[src/rtl/mem_stage_sequencer.sv]
// MEM-stage access sequencer: single and indirect data accesses,
// read-word hold, pipeline stall generation and stall-cycle counter.
module mem_stage_sequencer #(
  parameter int ADDR_W = 12,
  parameter int OFF_W  = 4,
  parameter int WORD_W = 16,
  parameter int CNT_W  = 16
) (
  input  logic              clk,
  input  logic              reset,
  input  logic              mem_read_in,
  input  logic              mem_write_in,
  input  logic              is_ldi,
  input  logic              is_sti,
  input  logic [ADDR_W-1:0] mem_address_in,
  input  logic [OFF_W-1:0]  line_offset_in,
  input  logic [WORD_W-1:0] mem_rdata_word,
  input  logic              mem_resp,
  input  logic              ifetch_resp,
  input  logic              clr_count,
  output logic              mem_read,
  output logic              mem_write,
  output logic [ADDR_W-1:0] mem_address,
  output logic [OFF_W-1:0]  line_offset_out,
  output logic              stall_pipeline,
  output logic [WORD_W-1:0] rdata_hold,
  output logic [CNT_W-1:0]  stall_count
);

  typedef enum logic [1:0] {
    IDLE,
    PTR,
    ACC,
    DONE
  } state_t;

  state_t            state_q;
  logic              rd_q;
  logic              wr_q;
  logic              if_done_q;
  logic              if_done_d;
  logic [WORD_W-1:0] ptr_q;
  logic [WORD_W-1:0] hold_q;
  logic [CNT_W-1:0]  cnt_q;
  logic [CNT_W-1:0]  cnt_d;
  logic              req;
  logic              ind;
  logic              if_ok;
  logic              stall;
  logic              use_ptr;

  assign req   = mem_read_in | mem_write_in;
  assign ind   = is_ldi | is_sti;
  assign if_ok = ifetch_resp | if_done_q;

  // Stall whenever an access is pending or the fetch has not finished.
  always_comb begin
    stall = 1'b1;
    unique case (state_q)
      IDLE:    stall = req | ~if_ok;
      DONE:    stall = ~if_ok;
      default: stall = 1'b1;
    endcase
  end

  // Final access of an indirect op is addressed by the fetched pointer.
  assign use_ptr = ind & ((state_q == ACC) | (state_q == DONE));

  assign mem_address     = use_ptr ? ptr_q[WORD_W-1:OFF_W] : mem_address_in;
  assign line_offset_out = use_ptr ? ptr_q[OFF_W-1:0] : line_offset_in;
  assign mem_read        = rd_q;
  assign mem_write       = wr_q;
  assign stall_pipeline  = stall;
  assign rdata_hold      = hold_q;
  assign stall_count     = cnt_q;

  // Access sequencing with strobes registered on state entry.
  always_ff @(posedge clk or posedge reset) begin
    if (reset) begin
      state_q <= IDLE;
      rd_q    <= 1'b0;
      wr_q    <= 1'b0;
      ptr_q   <= '0;
      hold_q  <= '0;
    end else begin
      unique case (state_q)
        IDLE: begin
          if (req) begin
            if (ind) begin
              state_q <= PTR;
              rd_q    <= 1'b1;
              wr_q    <= 1'b0;
            end else begin
              state_q <= ACC;
              rd_q    <= mem_read_in;
              wr_q    <= mem_write_in;
            end
          end
        end
        PTR: begin
          if (mem_resp) begin
            ptr_q   <= mem_rdata_word;
            state_q <= ACC;
            rd_q    <= mem_read_in;
            wr_q    <= mem_write_in;
          end
        end
        ACC: begin
          if (mem_resp) begin
            if (mem_read_in) begin
              hold_q <= mem_rdata_word;
            end
            state_q <= DONE;
            rd_q    <= 1'b0;
            wr_q    <= 1'b0;
          end
        end
        DONE: begin
          if (if_ok) begin
            state_q <= IDLE;
          end
        end
      endcase
    end
  end

  // Remember a fetch completion seen while the pipeline is frozen.
  always_comb begin
    if_done_d = if_done_q;
    if (!stall) begin
      if_done_d = 1'b0;
    end else if (ifetch_resp) begin
      if_done_d = 1'b1;
    end
  end

  // Saturating stall counter; clear wins over increment.
  always_comb begin
    cnt_d = cnt_q;
    if (clr_count) begin
      cnt_d = '0;
    end else if (stall && (cnt_q != {CNT_W{1'b1}})) begin
      cnt_d = cnt_q + {{(CNT_W-1){1'b0}}, 1'b1};
    end
  end

  // Fetch flag and counter registers.
  always_ff @(posedge clk or posedge reset) begin
    if (reset) begin
      if_done_q <= 1'b0;
      cnt_q     <= '0;
    end else begin
      if_done_q <= if_done_d;
      cnt_q     <= cnt_d;
    end
  end

endmodule

[config.mk]
export PLATFORM = sky130hd
export DESIGN_NAME = mem_stage_sequencer
export DESIGN_NICKNAME = d
export VERILOG_FILES = /design/src/rtl/mem_stage_sequencer.sv
export SDC_FILE = /design/constraint.sdc
export NUM_CORES = 1
export LEC_CHECK = 0
export ABC_CLOCK_PERIOD_IN_PS = 2800
export BUFFER_PORTS_ARGS = -buffer_cell sky130_fd_sc_hd__buf_4
export CAP_MARGIN = 20
export CORE_UTILIZATION = 40
export DETAILED_ROUTE_END_ITERATION = 7
export PLACE_DENSITY = 0.78
export SYNTH_ARGS = -nofsm -noshare
export SYNTH_HDL_FRONTEND = slang
export SYNTH_SLANG_ARGS = --single-unit
export TNS_END_PERCENT = 30
[constraint.sdc]
create_clock -name clk -period 2.8 [get_ports clk]
set_input_delay 0.28 -clock clk [delete_from_list [all_inputs] [get_ports clk]]
set_output_delay 0.28 -clock clk [all_outputs]
set_load 0.01 [all_outputs]
==> impl_metrics.json <==
{
  "status": "complete, no violations",
  "port_buffers": 91,
  "powerDensity_nw_per_um2": 917,
  "p_total_mw": 3.21,
  "drcViolationCount": 0,
  "final_nets": 359,
  "drt-total-wl_um": 5920,
  "clock_sinks": 53,
  "multiInputGateArea_um2": 1240,
  "yosysTopAreaCellShare_pct": 50.6,
  "avgSynthCellArea_um2": 12.0,
  "clock_power_share_pct": 13.4,
  "seqPwrFrac_pct": 37.7,
  "r2r_end": "stall_count[13]$_DFFE_PP0P_",
  "cts_hold_buf": 0,
  "die-height_um": 82.9,
  "synth_area_leader_cell": "dfrtp_1",
  "hold_viol": 0,
  "gp_routability_congestion": 0.823,
  "fin_crit_sh_pct": 79.9,
  "clk_path_buf_depth": 2,
  "grt_usage_pct": 17.9,
  "cp-start-kind": "flip-flop",
  "synth_edf_count": 0,
  "ant_nets": 0,
  "grt_max_degree": 34,
  "cts_max_level": 2,
  "max_slew_margin_pct": 29.8,
  "critPathKind": "flip-flop to output pin",
  "synthTopCellsByCount": "53 x dfrtp_1, 49 x mux2_2, 23 x nor2_1, 13 x xnor2_1, 10 x nand3_1",
  "setup_viol": 0,
  "ctsResizeCount": 0,
  "fillers": 560,
  "io_pins": 92,
  "netlist_area_um2": 2620,
  "core_area_um2": 6350,
  "r2r_setup_slack_ns": 0.68,
  "grt_pass1_wl_um": 9880,
  "wl_per_cell_um": 15.1,
  "cp_max_fo": 14,
  "drt_iter0_drc": 115,
  "root_buffer": "clkbuf_8",
  "clk_pin_slew_ns": 0.10,
  "post_cts_buffers": 0,
  "synthCells": 218,
  "tritoncts.num_buffers": 5,
  "rsz0062_at_grt": "no",
  "reg2reg_from": "stall_count[0]$_DFFE_PP0P_",
  "dr_total_vias": 2035,
  "power_frac_comb_pct": 48.9,
  "cp-end-kind": "output pin",
  "clock.fmax_mhz": 447,
  "finalSetupTns_ns": 0,
  "synth_cell_type_count": 33,
  "insertion_delay_ns": 0.31,
  "ys_ff_latch": 53,
  "rows": 29,
  "yosysMostFrequentCell": "dfrtp_1",
  "cts_tree": "done",
  "regArea_um2": 1330,
  "holdWs_ns": 0.0725,
  "grt_overflow": 0,
  "power_leakage_nw": 1.62,
  "drv_cap": 0,
  "worst-endpoint-required_ns": 2.52,
  "async_flop_share_pct": 100,
  "dieArea_um2": 6880,
  "initial_core_util_pct": 41.3,
  "synth_area_leaders": "dfrtp_1 51%, mux2_2 21%, xnor2_1 4.3%",
  "syn2layout_area_growth_pct": 33.7,
  "arrival_ns": 1.96,
  "worst_pin_slew_ns": 1.05,
  "final_max_slew_viol_count": 0,
  "power_switching_share_pct": 35.5,
  "synth_nets": 264,
  "via_per_inst": 5.20,
  "internal_power_mw": 2.07,
  "first_global_vias": 2042,
  "synth_warnings": 0,
  "p_switching_mw": 1.14,
  "period_minus_slack_ns": 2.24,
  "hpwl_um": 4470,
  "rr_worst_depth": 6,
  "hp-class": "primary input to asynchronous set/reset pin",
  "antenna_found_initial": 0,
  "synth-main-ff-cell": "dfrtp_1",
  "dieWidth_um": 82.9,
  "finClkSkew_ns": 0.00994,
  "vdd_ir_drop_max_mv": 0.498,
  "ys_seq_area_share_pct": 50.6,
  "antenna_cells": 0,
  "firstDrtPassIters": 6,
  "layout-drive-gt1-share_pct": 50.6
}
-- per-stage QoR --
stage / util [%] / cells / instance area (um^2) / setup slack (ns)
2_1_floorplan: - / 218 / 2620 / 0.686
3_3_place_gp: 53.8 / 383 / 3410 / 0.685
3_5_place_dp: 53.8 / 383 / 3410 / 0.677
4_1_cts: 55.2 / 391 / 3500 / 0.551
5_1_grt: 55.2 / 391 / 3500 / 0.408
6_report: 55.2 / 391 / 3500 / 0.563
-- sequential cells by signal, summed over array words and instances, names as in the netlist --
signal       count
rdata_hold      16
mem_read         1
state_q          2
if_done_q        1
stall_count     16
ptr_q           16
mem_write        1
-- per-layer routing --
| metal | vias up | global-route usage [%] | part of all wire, % |
|---|---|---|---|
| met5 | - | 0 | 0 |
| met4 | 0 | 6.90 | 2.4 |
| met3 | 12 | 3.68 | 3.8 |
| met2 | 54 | 29.1 | 49 |
| met1 | 988 | 23.5 | 44 |
| li1 | 981 | - | - |
-- kinds of logic after synthesis --
logic type                 count (synthesis)  share of synthesized area, %
adders and majority gates                  5                          2.39
AOI/OAI and AO/OA                         29                          8.55
DFF                                       53                          50.6
buffers and inverters                     15                          2.29
muxes                                     52                          22.3
xor gates and xnor gates                  13                          4.35
and+or+nand+nor                           51                          9.55
-- layout make-up --
type | instances | area share [%]
timing repair buffer | 96 | 20.6
multi-input combinational | 150 | 35.5
tap | 77 | 2.75
clock inverter | 2 | 0.429
sequential | 53 | 37.9
clock buffer | 6 | 2.07
inverter | 7 | 0.750
-- power groups by stage --
stage | clock network (mW) | logic, mW | registers [mW]
6_report | 0.432 | 1.57 | 1.21
5_1_grt | 0.482 | 1.70 | 1.25
4_1_cts | 0.447 | 1.59 | 1.22
3_5_place_dp | 0 | 1.58 | 1.23
3_3_place_gp | 0 | 1.55 | 1.22
2_1_floorplan | 0 | 0.895 | 1.26
-- how the worst max path moves through the flow --
stage	depth (start not counted)	from	slack (ns)	to
6_report	4	if_done_q$_DFFE_PP0P_	0.56	stall_pipeline
3_5_place_dp	5	mem_read_in	0.68	stall_count[13]$_DFFE_PP0P_
3_3_place_gp	5	mem_read_in	0.68	stall_count[13]$_DFFE_PP0P_
5_1_grt	4	if_done_q$_DFFE_PP0P_	0.41	stall_pipeline
4_1_cts	4	if_done_q$_DFFE_PP0P_	0.55	stall_pipeline
2_1_floorplan	5	state_q[0]$_DFFE_PP0P_	0.69	line_offset_out[0]
-- worst max-delay path, cell delays in order (launching register included) --
cell	delay, ns
dfrtp_1	0.34
nor2_1	0.08
o31ai_2	0.84
nand2_1	0.18
buf_4	0.21
-- cells in the final DEF (no fill, tap or decap), types with 2 or more instances in the layout --
cell	n
inv_1	6
ha_1	5
nor2_1	23
clkinvlp_4	2
clkbuf_8	5
a21oi_1	3
nand4_1	4
a2111oi_2	2
mux2i_1	2
a2111oi_0	3
o21ai_0	5
buf_4	96
nand3_1	10
nand2_1	7
dfrtp_1	53
xnor2_1	13
mux2_2	49
a211oi_1	8
and3_1	3
(Power assumes the default switching activity.)
